===== src/rtl/lif_host_driver_if.sv =====
// lif_host_driver_if: request/result handshake and tile-pin bus for lif_host_driver.
//   req_*    : one request (input vector, weight vector, load-weights flag, run length)
//   tx_*     : byte bus and mode lines toward the neuron tile
//   spike_in : tile spike output, same clock domain
//   res_*    : result handshake (spike count, saturation flag)
// Modports: slave = the driver itself, master = the host controller / bench.
interface lif_host_driver_if #(
  parameter int unsigned SYNAPSES   = 32,
  parameter int unsigned COUNT_BITS = 16
);
  logic                  req_valid;
  logic                  req_ready;
  logic [SYNAPSES-1:0]   req_inputs;
  logic [SYNAPSES-1:0]   req_weights;
  logic                  req_load_weights;
  logic [COUNT_BITS-1:0] req_run_cycles;
  logic [7:0]            tx_data;
  logic                  tx_sel_weights;
  logic                  tx_run;
  logic                  spike_in;
  logic                  res_valid;
  logic                  res_ready;
  logic [COUNT_BITS-1:0] res_spikes;
  logic                  res_saturated;

  modport slave (
    input  req_valid, req_inputs, req_weights, req_load_weights, req_run_cycles,
    input  spike_in, res_ready,
    output req_ready, tx_data, tx_sel_weights, tx_run,
    output res_valid, res_spikes, res_saturated
  );

  modport master (
    output req_valid, req_inputs, req_weights, req_load_weights, req_run_cycles,
    output spike_in, res_ready,
    input  req_ready, tx_data, tx_sel_weights, tx_run,
    input  res_valid, res_spikes, res_saturated
  );
endinterface


===== src/rtl/lif_host_driver.sv =====
// lif_host_driver: host-side transmitter for the neuron tile byte-serial load port.
// Accepts one request, shifts the optional weight vector then the input vector out
// MSB byte first with tx_run=0, runs the neuron for run_cycles cycles while counting
// spikes, then presents the count on the result handshake.
// Ports:
//   clk   : single clock
//   reset : asynchronous, active-high
//   bus   : lif_host_driver_if.slave (request, tile bus, spike input, result)
// All outputs come straight from flops; no input reaches an output combinationally.
module lif_host_driver #(
  parameter int unsigned SYNAPSES   = 32,
  parameter int unsigned COUNT_BITS = 16
) (
  input logic              clk,
  input logic              reset,
  lif_host_driver_if.slave bus
);
  localparam int unsigned BYTES = SYNAPSES / 8;
  localparam int unsigned IDX_W = (BYTES > 1) ? $clog2(BYTES) : 1;

  typedef enum logic [2:0] {IDLE, LOAD_W, LOAD_I, RUN, DRAIN, DONE} state_e;

  state_e                state_q, state_d;
  logic [SYNAPSES-1:0]   wsh_q, wsh_d;
  logic [SYNAPSES-1:0]   ish_q, ish_d;
  logic [IDX_W-1:0]      byte_q, byte_d;
  logic [COUNT_BITS-1:0] run_len_q, run_len_d;
  logic [COUNT_BITS-1:0] run_cnt_q, run_cnt_d;
  logic [COUNT_BITS-1:0] spikes_q, spikes_d;
  logic                  sat_q, sat_d;
  logic                  was_run_q, was_run_d;
  logic [7:0]            tx_data_q, tx_data_d;
  logic                  tx_sel_q, tx_sel_d;
  logic                  tx_run_q, tx_run_d;
  logic                  req_ready_q, req_ready_d;
  logic                  res_valid_q, res_valid_d;

  always_comb begin
    state_d   = state_q;
    wsh_d     = wsh_q;
    ish_d     = ish_q;
    byte_d    = byte_q;
    run_len_d = run_len_q;
    run_cnt_d = run_cnt_q;
    spikes_d  = spikes_q;
    sat_d     = sat_q;
    // The tile's spike for RUN cycle k appears one cycle later, so a sample is
    // counted when the previous cycle was RUN (RUN cycles 2..N plus DRAIN).
    was_run_d = (state_q == RUN);

    if (was_run_q && bus.spike_in) begin
      if (spikes_q == '1) sat_d = 1'b1;
      else                spikes_d = spikes_q + COUNT_BITS'(1);
    end

    case (state_q)
      IDLE: begin
        if (bus.req_valid) begin
          wsh_d     = bus.req_weights;
          ish_d     = bus.req_inputs;
          run_len_d = bus.req_run_cycles;
          spikes_d  = '0;
          sat_d     = 1'b0;
          byte_d    = '0;
          state_d   = bus.req_load_weights ? LOAD_W : LOAD_I;
        end
      end
      LOAD_W: begin
        wsh_d = wsh_q << 8;
        if (byte_q == IDX_W'(BYTES - 1)) begin
          byte_d  = '0;
          state_d = LOAD_I;
        end else begin
          byte_d = byte_q + IDX_W'(1);
        end
      end
      LOAD_I: begin
        ish_d = ish_q << 8;
        if (byte_q == IDX_W'(BYTES - 1)) begin
          byte_d    = '0;
          run_cnt_d = '0;
          state_d   = (run_len_q == '0) ? DONE : RUN;
        end else begin
          byte_d = byte_q + IDX_W'(1);
        end
      end
      RUN: begin
        if (run_cnt_q == run_len_q - COUNT_BITS'(1)) state_d = DRAIN;
        else run_cnt_d = run_cnt_q + COUNT_BITS'(1);
      end
      DRAIN:   state_d = DONE;
      DONE:    if (bus.res_ready) state_d = IDLE;
      default: state_d = IDLE;
    endcase
  end

  // Outputs are registered from the next-state view so that each byte appears
  // in the same cycle its LOAD state is entered.
  always_comb begin
    tx_run_d    = !((state_d == LOAD_W) || (state_d == LOAD_I));
    tx_sel_d    = (state_d == LOAD_W);
    req_ready_d = (state_d == IDLE);
    res_valid_d = (state_d == DONE);
    tx_data_d   = '0;
    if (state_d == LOAD_W)      tx_data_d = wsh_d[SYNAPSES-1 -: 8];
    else if (state_d == LOAD_I) tx_data_d = ish_d[SYNAPSES-1 -: 8];
  end

  always_ff @(posedge clk or posedge reset) begin
    if (reset) begin
      state_q     <= IDLE;
      wsh_q       <= '0;
      ish_q       <= '0;
      byte_q      <= '0;
      run_len_q   <= '0;
      run_cnt_q   <= '0;
      spikes_q    <= '0;
      sat_q       <= 1'b0;
      was_run_q   <= 1'b0;
      tx_data_q   <= '0;
      tx_sel_q    <= 1'b0;
      tx_run_q    <= 1'b1;
      req_ready_q <= 1'b1;
      res_valid_q <= 1'b0;
    end else begin
      state_q     <= state_d;
      wsh_q       <= wsh_d;
      ish_q       <= ish_d;
      byte_q      <= byte_d;
      run_len_q   <= run_len_d;
      run_cnt_q   <= run_cnt_d;
      spikes_q    <= spikes_d;
      sat_q       <= sat_d;
      was_run_q   <= was_run_d;
      tx_data_q   <= tx_data_d;
      tx_sel_q    <= tx_sel_d;
      tx_run_q    <= tx_run_d;
      req_ready_q <= req_ready_d;
      res_valid_q <= res_valid_d;
    end
  end

  assign bus.tx_data        = tx_data_q;
  assign bus.tx_sel_weights = tx_sel_q;
  assign bus.tx_run         = tx_run_q;
  assign bus.req_ready      = req_ready_q;
  assign bus.res_valid      = res_valid_q;
  assign bus.res_spikes     = spikes_q;
  assign bus.res_saturated  = sat_q;
endmodule


===== src/flat_wrapper.sv =====
// flat-port wrapper written by rule: the top's interface ports become plain ports
module lif_host_driver_flat 
#(
  parameter int unsigned SYNAPSES   = 32,
  parameter int unsigned COUNT_BITS = 16
)
  (clk, reset, bus_req_valid, bus_req_inputs, bus_req_weights, bus_req_load_weights, bus_req_run_cycles, bus_spike_in, bus_res_ready, bus_req_ready, bus_tx_data, bus_tx_sel_weights, bus_tx_run, bus_res_valid, bus_res_spikes, bus_res_saturated);
  lif_host_driver_if #(.SYNAPSES(SYNAPSES), .COUNT_BITS(COUNT_BITS)) bus_i ();
  input logic clk;
  input logic reset;
  input wire logic [$bits(bus_i.req_valid)-1:0] bus_req_valid;
  input wire logic [$bits(bus_i.req_inputs)-1:0] bus_req_inputs;
  input wire logic [$bits(bus_i.req_weights)-1:0] bus_req_weights;
  input wire logic [$bits(bus_i.req_load_weights)-1:0] bus_req_load_weights;
  input wire logic [$bits(bus_i.req_run_cycles)-1:0] bus_req_run_cycles;
  input wire logic [$bits(bus_i.spike_in)-1:0] bus_spike_in;
  input wire logic [$bits(bus_i.res_ready)-1:0] bus_res_ready;
  output wire logic [$bits(bus_i.req_ready)-1:0] bus_req_ready;
  output wire logic [$bits(bus_i.tx_data)-1:0] bus_tx_data;
  output wire logic [$bits(bus_i.tx_sel_weights)-1:0] bus_tx_sel_weights;
  output wire logic [$bits(bus_i.tx_run)-1:0] bus_tx_run;
  output wire logic [$bits(bus_i.res_valid)-1:0] bus_res_valid;
  output wire logic [$bits(bus_i.res_spikes)-1:0] bus_res_spikes;
  output wire logic [$bits(bus_i.res_saturated)-1:0] bus_res_saturated;
  assign bus_i.req_valid = bus_req_valid;
  assign bus_i.req_inputs = bus_req_inputs;
  assign bus_i.req_weights = bus_req_weights;
  assign bus_i.req_load_weights = bus_req_load_weights;
  assign bus_i.req_run_cycles = bus_req_run_cycles;
  assign bus_i.spike_in = bus_spike_in;
  assign bus_i.res_ready = bus_res_ready;
  assign bus_req_ready = bus_i.req_ready;
  assign bus_tx_data = bus_i.tx_data;
  assign bus_tx_sel_weights = bus_i.tx_sel_weights;
  assign bus_tx_run = bus_i.tx_run;
  assign bus_res_valid = bus_i.res_valid;
  assign bus_res_spikes = bus_i.res_spikes;
  assign bus_res_saturated = bus_i.res_saturated;
  lif_host_driver #(.SYNAPSES(SYNAPSES), .COUNT_BITS(COUNT_BITS)) u_core (.clk(clk), .reset(reset), .bus(bus_i));
endmodule

===== config.mk =====
export PLATFORM = sky130hd
export DESIGN_NAME = lif_host_driver_flat
export DESIGN_NICKNAME = d
export VERILOG_FILES = /design/src/rtl/lif_host_driver_if.sv /design/src/rtl/lif_host_driver.sv /design/src/flat_wrapper.sv
export SDC_FILE = /design/constraint.sdc
export NUM_CORES = 1
export LEC_CHECK = 0
export BUFFER_PORTS_ARGS = -buffer_cell sky130_fd_sc_hd__buf_4
export CORE_ASPECT_RATIO = 0.9
export CORE_UTILIZATION = 56
export CTS_CLUSTER_DIAMETER = 80
export CTS_CLUSTER_SIZE = 28
export DETAILED_ROUTE_END_ITERATION = 16
export GPL_TIMING_DRIVEN = 0
export PLACE_DENSITY = 0.79
export REMOVE_ABC_BUFFERS = 1
export SKIP_CTS_REPAIR_TIMING = 1
export SYNTH_ARGS = -nofsm -noshare
export SYNTH_HDL_FRONTEND = slang
export SYNTH_SLANG_ARGS = --single-unit

===== constraint.sdc =====
create_clock -name clk -period 6.05 [get_ports clk]
set_input_delay 1.21 -clock clk [delete_from_list [all_inputs] [get_ports clk]]
set_output_delay 1.21 -clock clk [all_outputs]
set_load 0.01 [all_outputs]

Yosys cells after proc, flatten, opt, wreduce, memory -nomap -nowiden
Cells that the tools add are included.
{"block": "totals", "elab_cells": 78, "output_inout_bits": 29, "reg_bits": 131, "input_bits": 86}
{"block": "op_classes", "n_reduce_logical": 16, "eq_ne": 14, "muxes": 28, "add_sub_neg": 4}
{"op": "$pmux W32 S2", "n": 2}
{"op": "$mux W16", "n": 6}
{"op": "$mux W32", "n": 2}
{"op": "$add A16 B1 Y16 const B", "n": 2}
{"op": "$pmux W16 S2", "n": 1}
{"op": "$mux W3", "n": 6}
{"op": "$pmux W3 S6", "n": 1}
{"op": "$eq A16 B16 Y1", "n": 1}
{"op": "$eq A16 B16 Y1 const B", "n": 1}
{"op": "$logic_not A16 Y1", "n": 1}
{"op": "$mux W8", "n": 2}
{"op": "$sub A16 B1 Y16 const B", "n": 1}
{"op": "$eq A3 B2 Y1 const B", "n": 3}
{"op": "$eq A3 B3 Y1 const B", "n": 3}
{"op": "$reduce_and A2 Y1", "n": 4}
{"op": "$reduce_bool A2 Y1", "n": 4}
{"op": "$eq A3 B1 Y1 const B", "n": 2}
{"op": "$logic_not A3 Y1", "n": 2}
{"op": "$mux W2", "n": 3}
{"op": "$mux W1", "n": 4}
{"op": "$ne A2 B2 Y1 const B", "n": 2}
{"op": "$pmux W2 S2", "n": 1}
{"op": "$reduce_and A3 Y1", "n": 1}
{"op": "$add A2 B1 Y2 const B", "n": 1}
{"op": "6 further kinds", "n": 6}

Logic depth before layout (Yosys ltp)
{"block": "depth", "word_depth": 7, "depth_mapped": 12, "depth_no_buf": 10}

Worst setup path after synthesis
OpenSTA, ideal clock, no wires.
{"block": "synth_path", "kind": "input port to flip-flop", "startpoint": "input bus_req_valid", "endpoint": "register u_core.spikes_q[10], in the netlist u_core.bus.res_spikes[10]", "required_ns": 5.918, "cell_stages": 5, "arrival_ns": 2.690, "setup_slack_ns": 3.228, "n_path_buf": 3, "setup_ns": 0.132, "path_cell_list": "nor4b_2 clkbuf_1 clkbuf_1 buf_1 nor2_1"}
{"block": "synth_between", "elab_chain_cells": 2}
{"item": "start, declared", "line": "flat_wrapper.sv:11", "text": "input wire logic [$bits(bus_i.req_valid)-1:0] bus_req_valid;"}
{"item": "$mux W16", "line": "lif_host_driver.sv:58", "text": "if (bus.req_valid) begin"}
{"item": "$mux W16", "line": "lif_host_driver.sv:56", "text": "case (state_q)"}
{"item": "via u_core.spikes_d[10]", "line": "lif_host_driver.sv:29", "text": "logic [COUNT_BITS-1:0] spikes_q, spikes_d;"}
{"item": "end signal, assigned", "line": "lif_host_driver.sv:132", "text": "spikes_q <= spikes_d;"}
{"item": "end, declared", "line": "lif_host_driver.sv:29"}
The timed path passes the listed nets, and every way through them passes these cells.
A chain may end at the register's enable or synchronous reset.

Final worst setup path
{"block": "layout_path", "startpoint": "register u_core.run_len_q[0]", "endpoint": "register u_core.run_cnt_q[1]"}
{"block": "layout_between", "elab_chain_cells": 4}
{"item": "start, declared", "line": "lif_host_driver.sv:27", "text": "logic [COUNT_BITS-1:0] run_len_q, run_len_d;"}
{"item": "start signal, assigned", "line": "lif_host_driver.sv:130", "text": "run_len_q <= run_len_d;"}
{"item": "$sub A16 B1 Y16", "line": "lif_host_driver.sv:88", "text": "if (run_cnt_q == run_len_q - COUNT_BITS'(1)) state_d = DRAIN;"}
{"item": "$eq A16 B16 Y1", "line": "lif_host_driver.sv:88"}
{"item": "$ne A2 B2 Y1 (no source line)"}
{"item": "$reduce_and A3 Y1 (no source line)"}
{"item": "end signal, assigned", "line": "lif_host_driver.sv:131", "text": "run_cnt_q <= run_cnt_d;"}
{"item": "end, declared", "line": "lif_host_driver.sv:28", "text": "logic [COUNT_BITS-1:0] run_cnt_q, run_cnt_d;"}
No other way between the ends.

==> key figures <==
Status
  • Status: complete, no violations

Clocking
  • CTS Root Cell: clkbuf_16
  • Clk buf depth: 2
  • Clk sink count: 131
  • Worst skew pair latency: 420 ps
  • Clock transition at path regs: 50 ps
  • Num CTS Buffers: 17
  • CTS tree: done
  • Number of H-tree levels: 4

Placed design
  • Global placer's final weighted congestion: 0.863
  • PortBufs: 114
  • Detailed Place HPWL: 9690 microns
  • Post-Place Setup Slack: 2610 ps
  • Placed Area: 0.00727 sq mm

Logic synthesis
  • Syn Inst Count: 611
  • #FFs+latches synth: 131
  • Yosys cell types: 58
  • Post-synthesis instance area: 0.00621 sq mm
  • Warnings from Yosys: 0
  • Synth area leaders: dfrtp_1 52%, nand2_1 8.3%, a22oi_1 5.8%
  • Avg Synthesized Cell Area: 10.2 sq um
  • Most frequent cell after synthesis: nand2_1
  • Sequential element share of the synthesized area: 0.528
  • Dominant synthesized flop cell: dfrtp_1
  • Post-synth top area share: 0.520
  • Post-synthesis async set-or-reset flop share: 1.00
  • EDFF count, synth: 0
  • Largest area contributor in the netlist: dfrtp_1
  • Post-synth top cells: 138 x nand2_1, 129 x dfrtp_1, 48 x a22oi_1, 36 x nor2_1, 27 x clkbuf_1

Power
  • P_leak: 3.86 nW
  • Total net switching power: 1.32 mW
  • Gate power share: 0.351
  • Reg power frac: 0.399
  • Power Density: 470 mW/mm^2
  • Net Sw Frac: 0.361
  • Int Power: 2.34 mW
  • Max VDD drop: 0.295 mV
  • Clk network pwr share: 0.250

Route
  • Drt first pass iters: 6
  • Antenna-violating nets left: 0
  • Drt total wl: 14300 microns
  • Vias per cell: 5.77
  • Via count: 4994
  • DRC viols: 0
  • Initial drt markers: 343
  • Routed length per instance: 16.5 microns

Worst setup path
  • CP arrival: 3630 ps
  • Worst R2R Setup Slack: 2750 ps
  • Crit Path Category: reg2reg
  • Worst setup SP type: flip-flop
  • Worst EP required: 6380 ps
  • Crit end category: flip-flop
  • CP max FO: 17

Die
  • Die area: 0.0115 sq mm
  • Row count: 36
  • Initial Util: 0.575
  • Core area: 0.0108 sq mm
  • Die Span Y: 102 microns
  • Number of top-level pins: 115
  • Die Span X: 113 microns

Timing
  • Final Hold Fails: 0
  • Fin crit share: 0.546
  • Peak Freq: 303 MHz
  • Clock Skews: 8.99 ps
  • WHS: 477 ps
  • Worst Tran Pin Value: 1070 ps
  • Worst slew margin: 0.288
  • Slack of the critical path: 2750 ps
  • Unrepaired setup endpoints after global routing: false
  • Crit path time final: 3300 ps
  • Final Setup Violations: 0
  • Fin. max-slew vios: 0

GRT
  • GR peak layer: met2
  • Grt met3 use: 0.0777
  • First-pass GRT wire length: 23100 microns
  • M2 GR Usage: 0.416
  • GRT Util Overall: 0.262
  • Initial antenna violation count: 0
  • Pin count of the biggest net entering global routing: 71
  • Vias in the first global route: 4720
  • Gr ovfl total: 0
  • Global Route met1 Usage: 0.345

Hold path
  • Hold Crit Class: reg2reg

Finish
  • Number of diodes: 0
  • Final nets: 812
  • Layout cells sized above 1: 0.250
  • Design Area, Final: 0.00779 sq mm
  • Layout area overhead: 25.5%

Job
  • Max-cap check violation count: 0
[critical path, stage by stage (launching register included)]
cell	delay [ps]
dfrtp_1	410
inv_1	90
ha_1	230
nor3b_2	350
nand4_1	240
mux2_2	280
a221o_1	180
nand3_1	90
or4b_1	780
nand2_1	310
mux2i_1	250
[layout make-up]
cell class / count / area (sq um)
Sequential cell: 131 / 3280
Fill cell: 781 / 3020
Multi-Input combinational cell: 440 / 2780
Timing Repair Buffer: 124 / 1010
Clock buffer: 23 / 458
Tap cell: 133 / 166
Clock inverter: 7 / 60.1
Inverter: 8 / 35.0
[worst paths after layout]
kind	from	end	cells past startpoint
worst max-delay path	u_core.run_len_q[0]$_DFFE_PP0P_	u_core.run_cnt_q[1]$_DFFE_PP0P_	10
worst min-delay path	u_core.wsh_q[19]$_DFFE_PP0P_	u_core.wsh_q[19]$_DFFE_PP0P_	2
worst max register to register	u_core.run_len_q[0]$_DFFE_PP0P_	u_core.run_cnt_q[1]$_DFFE_PP0P_	10
worst min register to register	u_core.wsh_q[19]$_DFFE_PP0P_	u_core.wsh_q[19]$_DFFE_PP0P_	2
max in group asynchronous	reset	u_core.run_len_q[1]$_DFFE_PP0P_	3
min in group asynchronous	reset	u_core.ish_q[18]$_DFFE_PP0P_	2
[sequential cells by signal, summed over array words and instances (netlist names)]
signal / cells
u_core.bus.req_ready: 1
u_core.bus.res_saturated: 1
u_core.bus.res_spikes: 16
u_core.bus.res_valid: 1
u_core.bus.tx_data: 8
u_core.bus.tx_run: 1
u_core.bus.tx_sel_weights: 1
u_core.byte_q: 2
u_core.ish_q: 32
u_core.run_cnt_q: 16
u_core.run_len_q: 16
u_core.state_q: 3
u_core.was_run_q: 1
u_core.wsh_q: 32
[per-layer routing]
layer | share of wire | vias up
li1 | - | 2369
met1 | 0.44 | 2456
met2 | 0.48 | 149
met3 | 0.057 | 20
met4 | 0.016 | 0
met5 | 0 | -
[cell families after synthesis]
logic type      Yosys count  share of synthesized area
compound gates          114                      0.139
xor+xnor                 33                     0.0465
fa+ha+maj                 4                    0.00806
buf+inv                  40                     0.0278
flops                   131                      0.528
mux                      32                     0.0550
simple gates            257                      0.195
[through the flow]
stage | util | TNS (ps) | power, mW | instances
5_1_grt | 0.721 | 0 | 3.90 | 866
3_3_place_gp | 0.656 | -343560 | 2.62 | 826
3_5_place_dp | 0.672 | 0 | 2.73 | 836
6_report | 0.721 | 0 | 3.67 | 866
4_1_cts | 0.720 | 0 | 3.68 | 866
2_1_floorplan | - | -68940 | 2.30 | 579
[power by group through the flow]
stage | Sequential [mW] | Combinational (mW) | Clock (mW)
final | 1.46 | 1.29 | 0.917
after global routing | 1.50 | 1.43 | 0.974
after CTS | 1.46 | 1.29 | 0.934
after detailed placement | 1.46 | 1.27 | 0
after global placement | 1.44 | 1.18 | 0
after floorplan | 1.41 | 0.888 | 0
[layout by cell type (no fill, tap or decap), types with 5 or more instances in the layout]
| cell type | count |
|---|---|
| nor2_1 | 35 |
| buf_8 | 7 |
| mux2_2 | 17 |
| nand4_1 | 8 |
| nor3_1 | 8 |
| nand2_1 | 138 |
| mux2i_1 | 15 |
| o21ai_0 | 6 |
| a22oi_1 | 48 |
| clkbuf_1 | 5 |
| clkbuf_16 | 17 |
| and3_1 | 7 |
| buf_4 | 114 |
| nor2b_1 | 6 |
| nand3_1 | 17 |
| a21oi_1 | 10 |
| clkinv_2 | 6 |
| inv_1 | 7 |
| xnor2_1 | 14 |
| xor2_1 | 19 |
| a22o_1 | 24 |
| dfrtp_1 | 129 |
| nand2b_1 | 9 |
Power figures use the tool's default switching activity.
